==> src/rtl/fifo_wrt_arbiter.sv <==
// Round-robin arbiter muxing NUM_REQ requesters onto one FIFO write port; grant is combinational (zero latency).
// Backpressure: wrt_full blocks every grant; optional burst lock enabled by defining WRT_ARB_LOCK_EN.
module fifo_wrt_arbiter #(
    parameter int NUM_REQ    = 4,
    parameter int DATA_WIDTH = 8,
    parameter int ID_W       = $clog2(NUM_REQ)
) (
    input  logic                          wrt_clk,
    input  logic                          wrt_rst_n,
    input  logic [NUM_REQ-1:0]            req,
    input  logic [NUM_REQ*DATA_WIDTH-1:0] req_data,
    input  logic [NUM_REQ-1:0]            req_lock,
    input  logic                          wrt_full,
    output logic [NUM_REQ-1:0]            gnt,
    output logic                          wrt_ena,
    output logic [DATA_WIDTH-1:0]         wrt_data,
    output logic [ID_W-1:0]               gnt_id
);

    typedef enum logic [1:0] {IDLE = 2'd0, ARB = 2'd1, LOCK = 2'd2} state_t;

    localparam logic [ID_W:0] NREQ_W = (ID_W+1)'(NUM_REQ);

    state_t               state_q;
    logic [ID_W-1:0]      prio_ptr_q, prio_ptr_d;
    logic [NUM_REQ-1:0]   elig;
    logic [2*NUM_REQ-1:0] dbl;
    logic [NUM_REQ-1:0]   rot;
    logic [ID_W:0]        sum;
    logic [ID_W-1:0]      win_id;
    logic                 win_vld;
    logic                 grant_en;

`ifdef WRT_ARB_LOCK_EN
    logic [ID_W-1:0] lock_owner_q;
    logic            lock_take;

    // While locked, only the owner is visible to the round-robin search.
    always_comb begin
        elig = req;
        if (state_q == LOCK) begin
            elig = '0;
            for (int i = 0; i < NUM_REQ; i++) begin
                elig[i] = req[i] && (lock_owner_q == ID_W'(i));
            end
        end
    end

    assign lock_take = wrt_ena && req_lock[gnt_id];
`else
    logic unused_lock;

    assign elig        = req;
    assign unused_lock = ^req_lock;
`endif

    // Rotate so bit 0 is the requester at prio_ptr, then take the first set bit.
    always_comb begin
        dbl     = {elig, elig} >> prio_ptr_q;
        rot     = dbl[NUM_REQ-1:0];
        sum     = '0;
        win_vld = 1'b0;
        win_id  = '0;
        for (int i = 0; i < NUM_REQ; i++) begin
            if (!win_vld && rot[i]) begin
                win_vld = 1'b1;
                sum     = {1'b0, prio_ptr_q} + (ID_W+1)'(i);
                if (sum >= NREQ_W) begin
                    sum = sum - NREQ_W;
                end
                win_id = sum[ID_W-1:0];
            end
        end
    end

    assign grant_en = wrt_rst_n && !wrt_full && win_vld;

    always_comb begin
        gnt      = '0;
        wrt_data = '0;
        for (int i = 0; i < NUM_REQ; i++) begin
            gnt[i] = grant_en && (win_id == ID_W'(i));
            if (gnt[i]) begin
                wrt_data = req_data[i*DATA_WIDTH +: DATA_WIDTH];
            end
        end
    end

    assign wrt_ena = |gnt;
    assign gnt_id  = grant_en ? win_id : '0;

    always_comb begin
        prio_ptr_d = prio_ptr_q;
        if (wrt_ena) begin
            prio_ptr_d = (gnt_id == ID_W'(NUM_REQ-1)) ? '0 : gnt_id + 1'b1;
        end
    end

    always_ff @(posedge wrt_clk) begin
        if (!wrt_rst_n) begin
            state_q    <= IDLE;
            prio_ptr_q <= '0;
`ifdef WRT_ARB_LOCK_EN
            lock_owner_q <= '0;
`endif
        end else begin
            prio_ptr_q <= prio_ptr_d;
            case (state_q)
                IDLE: begin
`ifdef WRT_ARB_LOCK_EN
                    if (lock_take) begin
                        state_q      <= LOCK;
                        lock_owner_q <= gnt_id;
                    end else
`endif
                    if (|req) begin
                        state_q <= ARB;
                    end
                end
                ARB: begin
`ifdef WRT_ARB_LOCK_EN
                    if (lock_take) begin
                        state_q      <= LOCK;
                        lock_owner_q <= gnt_id;
                    end else
`endif
                    if (req == '0) begin
                        state_q <= IDLE;
                    end
                end
`ifdef WRT_ARB_LOCK_EN
                LOCK: begin
                    // Full stalls keep the lock; owner dropping req or lock releases it.
                    if (!req[lock_owner_q]) begin
                        state_q <= ARB;
                    end else if (wrt_ena && !req_lock[lock_owner_q]) begin
                        state_q <= ARB;
                    end
                end
`endif
                default: state_q <= IDLE;
            endcase
        end
    end

endmodule

==> config.mk <==
export PLATFORM = sky130hd
export DESIGN_NAME = fifo_wrt_arbiter
export DESIGN_NICKNAME = d
export VERILOG_FILES = /design/src/rtl/fifo_wrt_arbiter.sv
export SDC_FILE = /design/constraint.sdc
export NUM_CORES = 1
export LEC_CHECK = 0
export ABC_AREA = 1
export BUFFER_PORTS_ARGS = -buffer_cell sky130_fd_sc_hd__buf_2
export CAP_MARGIN = 20
export CORE_MARGIN = 3
export CORE_UTILIZATION = 37
export CTS_CLUSTER_DIAMETER = 60
export CTS_CLUSTER_SIZE = 28
export DETAILED_ROUTE_END_ITERATION = 10
export HOLD_SLACK_MARGIN = 0.02
export PLACE_DENSITY = 0.73
export SYNTH_ARGS = -nofsm -noshare
export SYNTH_HDL_FRONTEND = slang
export SYNTH_SLANG_ARGS = --single-unit
==> constraint.sdc <==
create_clock -name wrt_clk -period 1.75 [get_ports wrt_clk]
set_input_delay 0.175 -clock wrt_clk [delete_from_list [all_inputs] [get_ports wrt_clk]]
set_output_delay 0.175 -clock wrt_clk [all_outputs]
set_load 0.005 [all_outputs]
Word level (Yosys, flattened, before mapping)
Index checks and enable logic that the tools add are counted.
- bits in registers: 2
- input port bits: 43
- output and inout port bits: 15
- logic and storage cells: 51
- $add $sub $neg: 8
- $lt $le $gt $ge: 4
- equal/unequal tests: 4
- shift operators: 1
- mux-type cells: 18
- reduce and logical (&&, ||, !) cells: 15
- operators by type and width (operator ; number):
    $mux W8 ; 4
    $mux W2 ; 10
    $ge A3 B3 Y1 const B ; 3
    $logic_and A1 B1 Y1 ; 9
    $shr A8 B2 Y4 ; 1
    $sub A2 B1 Y2 const B ; 4
    $add A2 B2 Y3 const B ; 2
    $eq A2 B2 Y1 const B ; 3
    $logic_not A1 Y1 ; 4
    $mux W1 ; 4
    $reduce_or A4 Y1 ; 1
    $add A2 B1 Y3 const B ; 1
    $ge A2 B3 Y1 const B ; 1
    $add A2 B1 Y2 const B ; 1
    $eq A2 B1 Y1 const B ; 1
    $logic_not A2 Y1 ; 1

Depth between registers and ports, before layout
Gate-level depths: netlist of run 1.
- depth in word-level cells: 17
- mapped depth: 16
- depth with buffers taken out: 14

Least setup slack after synthesis of run 1
OpenSTA, ideal clock, no wires.
- path kind: reg2out
- from: reg prio_ptr_q[0]
- to: out wrt_data[0]
- data arrival time: 1.526 ns
- data required time: 1.575 ns
- path slack: 0.049 ns
- stages on the path, launching flop included: 14
- buffers on the path: 2
- cell sequence: dfxtp_1 buf_6 inv_4 nand2_2 nand2_2 nand2_2 nand2_4 a21oi_1 nand4_1 nand3_4 buf_8 nor3_2 nor2_1 nand2_1
- longest elaborated chain between the ends: 17
- elaborated cells between the ends (all ways): 43
- classes of those cells: add/sub: 7; order compare: 4; eq/ne: 3; shift: 1; mux: 16; reduce/logical: 12
- RTL lines (element ; RTL line ; text):
    start: declaration ; 25 ; logic [ID_W-1:0] prio_ptr_q, prio_ptr_d;
    start signal: assignment ; 107 ; prio_ptr_q <= prio_ptr_d;
    branches (longest 16 deep; another with $add A2 B1 Y3) ; - ;
    $mux W8 (*) ; 83 ; if (gnt[i]) begin
    end: declaration ; 16 ; output logic [DATA_WIDTH-1:0] wrt_data,
Mark *: on every way between the ends.

Final worst setup path of run 1
- from: reg prio_ptr_q[0]
- to: out wrt_data[3]
The elaborated chain is that of the path after synthesis.

==> flow_summary.ini, run 1 <==
[drt]
drt-vias-per-instance = 4.94
drt_iter0_drc = 40
detail_route.first_pass.iterations = 4
drtAntennaViolNets = 0
finalWirelength_mm = 2.98
detailroute.via_count = 1200
drt-wirelength-per-cell_um = 12.3
drc = 0

[yosys]
synthesis.yosys.warnings = 0
netlist.top_cell.by_area = nand2_1
mappedNetlistNets = 186
synthesis.instances = 143
synth_sequential_area_ratio_pct = 4.80
netlist_area_before_placement_um2 = 833
post_synth_num_cell_types = 24
synth.top_cell.area_share_pct = 19.8
netlist_top_cells_area = nand2_1 20%, nor3_2 9.6%, nand4_1 9.0%, nand3_1 7.2%, nand2_2 6.8%
syn-mean-instance-area_um2 = 5.83
ys_ff_latch = 2

[power_and_ir_drop]
cellPowerDensity_nw_per_um2 = 1160
total_power_w = 0.00159
worst_ir_drop_vdd_mv = 1.02
cellLeakagePower_nw = 0.805

[clock_network]
clock_sinks = 2
number_of_buffers_added_to_fix_hold_violations_after_cts = 0
h-tree-depth = 1
clkTransAtPathRegs_ns = 0.03
cts_root_buffer = clkbuf_4
cts_made_buffers = 3
clock_latency_ns = 0.22
tritoncts = done
cts_buffer_depth = 2

[floorplan]
initial_utilization_pct = 40.8
die-area_um2 = 2860
dieHeight_um = 53.5
fp.dieW_um = 53.5
core_area_um2 = 2040
num_rows = 16
floorplan.io_pins = 58

[cells_and_area]
final-instance-count-excl-fill = 243
largest-register = prio_ptr_q
largest_reg_flops = 2
regArea_um2 = 45.0
num-fill-cells = 187
fin_nets = 261
multi_input_comb_area_um2 = 706
layout.cells.most_common = buf_2
drive_above_1_share_pct = 55.1
post-route-cell-area_um2 = 1360
flow.area_growth_from_synthesis_pct = 63.7
most_frequent_cells_in_the_layout = 53 x buf_2, 42 x nand2_1, 15 x buf_4
reg_top3 = prio_ptr_q (2)
n_antenna_cell = 0

[placed_design]
port_buffers = 53
finalWeightedCongestion = 0.832
pre_cts_slack_ns = -0.314
placed_area_um2 = 1190
dp.final_hpwl_mm = 2.11
place.detailed.instances = 232

[critical_path]
worst_setup_path_start_kind = flop
setup.worst_path.end_class = output pin
timing.setup.critical_path_class = reg -> out
r2r_cells = 14
timing.rr.end = prio_ptr_q[1]$_SDFFE_PN0P_
critical_path_required_ns = 1.57
timing.critical_path.arrival_ns = 2.04
critical_path_peak_fanout = 7
worstReg2RegStart = prio_ptr_q[0]$_SDFFE_PN0P_
r2r_slack_ns = -0.13

[run]
max-cap-violations = 0

[global_route]
antenna_found_initial = 0
overflow = 0
wire_length_of_the_first_global_routing_pass_mm = 4.42
global_route.usage.total_pct = 20.8
number_of_global_route_vias_before_repair = 1116
grt_max_degree = 13

[timing]
fin_worst_skew_ns = 0.00139
transition_time_at_the_pin_with_the_least_slew_margin_ns = 0.223
grt_setup_unrepaired = true
final.min_clock_period_ns = 2.21
achievable-frequency_mhz = 452
timing.final.hold_violations = 0
timing_max_transition_violations_final = 0
timing.final.ws_setup_ns = -0.462
slew_headroom_pct = 85.0
finalCritPeriodShare_pct = 126
fin_tns_setup_ns = -4.96
setup_viol_count_final = 16

[worst_hold_path]
hold_path_class = in -> reg
min_delay_path_depth = 3
worst_hold_startpoint = wrt_rst_n
timing.hold.worst_endpoint = prio_ptr_q[0]$_SDFFE_PN0P_

[status]
outcome = complete, but fails checks
violations = negative setup slack
==> critical path: stages (launching register included) <==
cell     delay [ns]
dfxtp_4        0.39
inv_6          0.06
nand2_4        0.06
nand2_2        0.05
nand2_2        0.08
nand2_4        0.07
inv_2          0.07
nand4_1        0.15
nand3_2        0.15
nand3_4        0.12
buf_4          0.17
nor2_4         0.15
nand2_1        0.10
nand2_1        0.09
buf_2          0.11
==> logic make-up after synthesis <==
| family | share of synthesized area, % |
|---|---|
| flip-flops | 4.80 |
| AND/OR/NAND/NOR | 70.4 |
| buffers and inverters | 20.1 |
| AO/OA/AOI/OAI | 3.60 |
| XOR/XNOR | 1.05 |
==> synth_stat cells (all sizes together) <==
| library cell | number |
|---|---|
| dfxtp | 2 |
| nand4 | 12 |
| xnor2 | 1 |
| a21oi | 5 |
| buf | 5 |
| nand3 | 17 |
| nor3 | 9 |
| nor2 | 17 |
| nand2 | 54 |
| o21ai | 1 |
| inv | 18 |
| bufinv | 1 |
| clkbuf | 1 |
==> metal layers <==
metal	part of all wire [%]	vias up	global-route usage, %
li1	-	612	-
met1	40	548	24.0
met2	56	40	38.6
met3	4.4	0	2.25
met4	0	0	6.81
met5	0	-	0
==> worst max-delay path by stage <==
stage               cells after the start           to                  startpoint  slack, ns
finish                                 14  wrt_data[3]  prio_ptr_q[0]$_SDFFE_PN0P_      -0.46
detailed placement                     12  wrt_data[0]  prio_ptr_q[0]$_SDFFE_PN0P_      -0.31
global route                           14  wrt_data[6]  prio_ptr_q[1]$_SDFFE_PN0P_      -0.58
global placement                       14  wrt_data[1]  prio_ptr_q[0]$_SDFFE_PN0P_      -0.21
floorplan                              13  wrt_data[0]  prio_ptr_q[0]$_SDFFE_PN0P_       0.05
CTS                                    15  wrt_data[1]  prio_ptr_q[0]$_SDFFE_PN0P_      -0.36
==> per-stage QoR <==
| step | hold slack (ns) | util, % |
|---|---|---|
| after floorplan | 0.320 | - |
| after global placement | 0.474 | 58.3 |
| after detailed placement | 0.476 | 58.3 |
| after CTS | 0.242 | 64.9 |
| after global routing | 0.265 | 66.8 |
| final | 0.245 | 66.8 |
==> cell type report <==
type                    instances  share of cell area (%)
flip-flops and latches          2                    3.30
well taps                      27                    2.48
clock buffers                   3                    1.65
repair buffers                 74                    33.3
multi-input cells             118                    51.7
inverters                      19                    7.52
==> where the power goes <==
group          internal (W)  switching [W]  leakage (nW)
Sequential        0.0000643      0.0000368        0.0175
Combinational      0.000639       0.000750         0.773
Clock             0.0000755      0.0000239        0.0138
==> timing repair <==
action / 4_1_cts / 5_1_grt
endpoints found under the setup margin: 16 / 16
gates cloned: 2 / 0
pin swaps: 16 / 6
buffers inserted: 4 / 2
gates resized for setup: 20 / 5
Power figures use the tool's default switching activity.
==> run 2, diff against run 1 <==
--- a/config.mk
+++ b/config.mk
@@ -5,16 +5,15 @@
 export SDC_FILE = /design/constraint.sdc
 export NUM_CORES = 1
 export LEC_CHECK = 0
-export ABC_AREA = 1
 export BUFFER_PORTS_ARGS = -buffer_cell sky130_fd_sc_hd__buf_2
 export CAP_MARGIN = 20
 export CORE_MARGIN = 3
-export CORE_UTILIZATION = 37
+export CORE_UTILIZATION = 28
 export CTS_CLUSTER_DIAMETER = 60
 export CTS_CLUSTER_SIZE = 28
 export DETAILED_ROUTE_END_ITERATION = 10
 export HOLD_SLACK_MARGIN = 0.02
-export PLACE_DENSITY = 0.73
+export PLACE_DENSITY = 0.71
 export SYNTH_ARGS = -nofsm -noshare
 export SYNTH_HDL_FRONTEND = slang
 export SYNTH_SLANG_ARGS = --single-unit
==> run 2 against run 1 <==
The flow still finishes with violations (negative setup slack). Design area shrank 35%. Synthesized cell count shrank 59%. Utilization shrank 9.2 points. Combinational power shrank 78%. Setup slack gained 0.39 ns. Total power shrank 71%. Non-clock buffer count shrank 14. Critical path type unchanged.
==> flow_summary.ini, run 2 <==
[status]
outcome = complete, but fails checks
violations = negative setup slack

[yosys]
synth_compound_gate_area_share_pct = 32.6
synth_async_sr_flop_share_pct = 0
most_repeated_cell_in_the_gate_level_netlist_after_synthesis = mux2i_1
synth_enable_flop_cells = 0
post_synth_num_cell_types = 22
netlist_top_cells_area = mux2i_1 34%, o22ai_1 12%, dfxtp_1 8.5%, buf_6 4.8%, a31oi_4 4.5%
synth_simple_gate_area_share_pct = 14.1
netlist_area_before_placement_um2 = 472
synth_sequential_area_ratio_pct = 8.49
synthesis.yosys.warnings = 0
ys_ff_latch = 2
share_of_synthesized_area_spent_on_multiplexers_pct = 34.0
syn-mean-instance-area_um2 = 8.13
synthesis.instances = 58
yosys.area_share.xor_xnor_pct = 1.86
combinational_family_with_the_most_area_after_synthesis = multiplexers
synth.top_cells.by_count = 16 x mux2i_1, 9 x o22ai_1, 4 x inv_1, 4 x nor2_1, 3 x a21oi_1
netlist.top_cell.by_area = mux2i_1
synth.top_cell.area_share_pct = 34.0
mappedNetlistNets = 101
synth_adder_area_share_pct = 0
synth_top_flop_cell = dfxtp_1

[timing]
fin_worst_skew_ns = 0.000869
timing.final.ws_setup_ns = -0.0682
timing.final.hold_violations = 0
setup_viol_count_final = 8
achievable-frequency_mhz = 550
grt_setup_unrepaired = true
timing_max_transition_violations_final = 0
final.min_clock_period_ns = 1.82
slew_headroom_pct = 78.0
finalCritPeriodShare_pct = 104
transition_time_at_the_pin_with_the_least_slew_margin_ns = 0.330

[power_and_ir_drop]
cellPowerDensity_nw_per_um2 = 514
worst_ir_drop_vdd_mv = 0.270
power_switching_share_pct = 34.2
switching_power_w = 0.000156
intPower_w = 0.000300
power_share_of_the_combinational_group_pct = 65.4
cellLeakagePower_nw = 0.506
power.clock.fraction_pct = 22.1
seq_power_share_pct = 12.5

[worst_hold_path]
hold_path_class = in -> reg
worst_hold_startpoint = wrt_rst_n

[critical_path]
setup.worst_path.end_class = output pin
timing.critical_path.arrival_ns = 1.64
worst_setup_path_start_kind = flop
crit_start = prio_ptr_q[0]$_SDFFE_PN0P_
critical_path_required_ns = 1.57
critical_path_peak_fanout = 5
timing.setup.critical_path_class = reg -> out
worstReg2RegStart = prio_ptr_q[0]$_SDFFE_PN0P_

[clock_network]
tritoncts = done
clock_latency_ns = 0.22
cts_root_buffer = clkbuf_4
clkTransAtPathRegs_ns = 0.03
cts_made_buffers = 3
number_of_buffers_added_to_fix_hold_violations_after_cts = 0
h-tree-depth = 1
cts_buffer_depth = 2
clock_sinks = 2

[cells_and_area]
largest-register = prio_ptr_q
num-fill-cells = 151
multi_input_comb_area_um2 = 415
most_frequent_cells_in_the_layout = 53 x buf_2, 16 x mux2i_1, 9 x o22ai_1
reg_top3 = prio_ptr_q (2)
regArea_um2 = 42.5
flow.area_growth_from_synthesis_pct = 88.3
final_core_util_pct = 57.6
layout.cells.most_common = buf_2
fin_nets = 163
n_antenna_cell = 0
largest_reg_flops = 2
drive_above_1_share_pct = 62.7
post-route-cell-area_um2 = 888

[floorplan]
initial_utilization_pct = 30.6
floorplan.io_pins = 58
fp.dieW_um = 47.0
dieHeight_um = 47.0
die-area_um2 = 2210
num_rows = 14
core_area_um2 = 1540

[global_route]
antenna_found_initial = 0
global_route.usage.total_pct = 15.8
grt_max_degree = 11
wire_length_of_the_first_global_routing_pass_mm = 2.52
overflow = 0
number_of_global_route_vias_before_repair = 615

[drt]
finalWirelength_mm = 1.81
drtAntennaViolNets = 0
drt-vias-per-instance = 4.97
detail_route.first_pass.iterations = 4
drt_iter0_drc = 4
drt-wirelength-per-cell_um = 13.5
detailroute.via_count = 666
drc = 0

[placed_design]
placed_area_um2 = 764
finalWeightedCongestion = 0.858
dp.final_hpwl_mm = 1.35
port_buffers = 53

[run]
max-cap-violations = 0
==> run 2: cell count changes after synthesis, moves of 3 or more <==
cell / previous run / this run
o22ai_1: 0 / 9
mux2i_1: 0 / 16
nand2_2: 9 / 2
inv_2: 3 / 0
nor2_1: 14 / 4
nand3_2: 4 / 0
nand4_1: 12 / 0
nor3_2: 8 / 0
inv_1: 14 / 4
nand3_1: 12 / 0
nand2_1: 44 / 2
==> run 2: critical path, stage by stage (launching register included) <==
cell	delay, ns
dfxtp_2	0.33
nand2b_4	0.14
nor2b_4	0.12
o22a_4	0.26
clkbuf_16	0.17
mux2i_1	0.11
o22ai_1	0.15
buf_2	0.14
==> run 2: routing by layer <==
| metal | global-route usage (%) | wire length, um | vias to the layer above |
|---|---|---|---|
| met3 | 2.68 | 106 | 0 |
| met5 | 0 | 0 | - |
| met2 | 26.6 | 1050 | 23 |
| met1 | 19.7 | 655 | 303 |
| li1 | - | - | 340 |
| met4 | 6.63 | 0 | 0 |
==> run 2: cell type report <==
cell class	instances	share of cell area, %
well taps	16	2.25
repair buffers	60	42.0
inverters	4	1.69
multi-input cells	49	46.8
clock buffers	3	2.54
flip-flops and latches	2	4.79
==> run 2: cell families after synthesis <==
family | count (synthesis)
simple gates | 13
flops | 2
buf+inv | 7
xor+xnor | 1
compound gates | 19
mux | 16
==> run 2: worst paths after layout <==
path / slack, ns / cells past startpoint / end
setup reg to reg: 0.31 / 7 / prio_ptr_q[1]$_SDFFE_PN0P_
hold reg to reg: 0.54 / 1 / prio_ptr_q[0]$_SDFFE_PN0P_
setup / recovery: -0.07 / 7 / wrt_data[7]
hold / removal: 0.21 / 2 / prio_ptr_q[0]$_SDFFE_PN0P_
==> run 2: what timing repair did <==
item                                    CTS  global route
endpoints found under the hold margin     0             0
endpoints found under the setup margin    8            11
gates cloned                              1             2
resized for setup                         5             4
buffers inserted                          1             0
pin swaps                                 3             4
==> run 2: per-stage QoR <==
| stage | std cells | setup WS (ns) | total power [W] | setup TNS [ns] | hold slack (ns) |
|---|---|---|---|---|---|
| global placement | 127 | 0.190 | 0.000291 | 0 | 0.431 |
| detailed placement | 127 | 0.144 | 0.000296 | 0 | 0.439 |
| finish | 134 | -0.0682 | 0.000456 | -0.391 | 0.206 |
| floorplan | 58 | 0.339 | 0.000204 | 0 | 0.308 |
| global route | 134 | -0.150 | 0.000493 | -1.07 | 0.208 |
| CTS | 132 | -0.0811 | 0.000436 | -0.552 | 0.198 |
==> run 2: power by group through the flow <==
stage | clock, W | combinational [W] | sequential (W)
after floorplan | 0 | 0.000147 | 0.0000569
after global placement | 0 | 0.000235 | 0.0000552
after detailed placement | 0 | 0.000241 | 0.0000554
after CTS | 0.000108 | 0.000272 | 0.0000560
after global routing | 0.000111 | 0.000324 | 0.0000577
final | 0.000101 | 0.000299 | 0.0000570
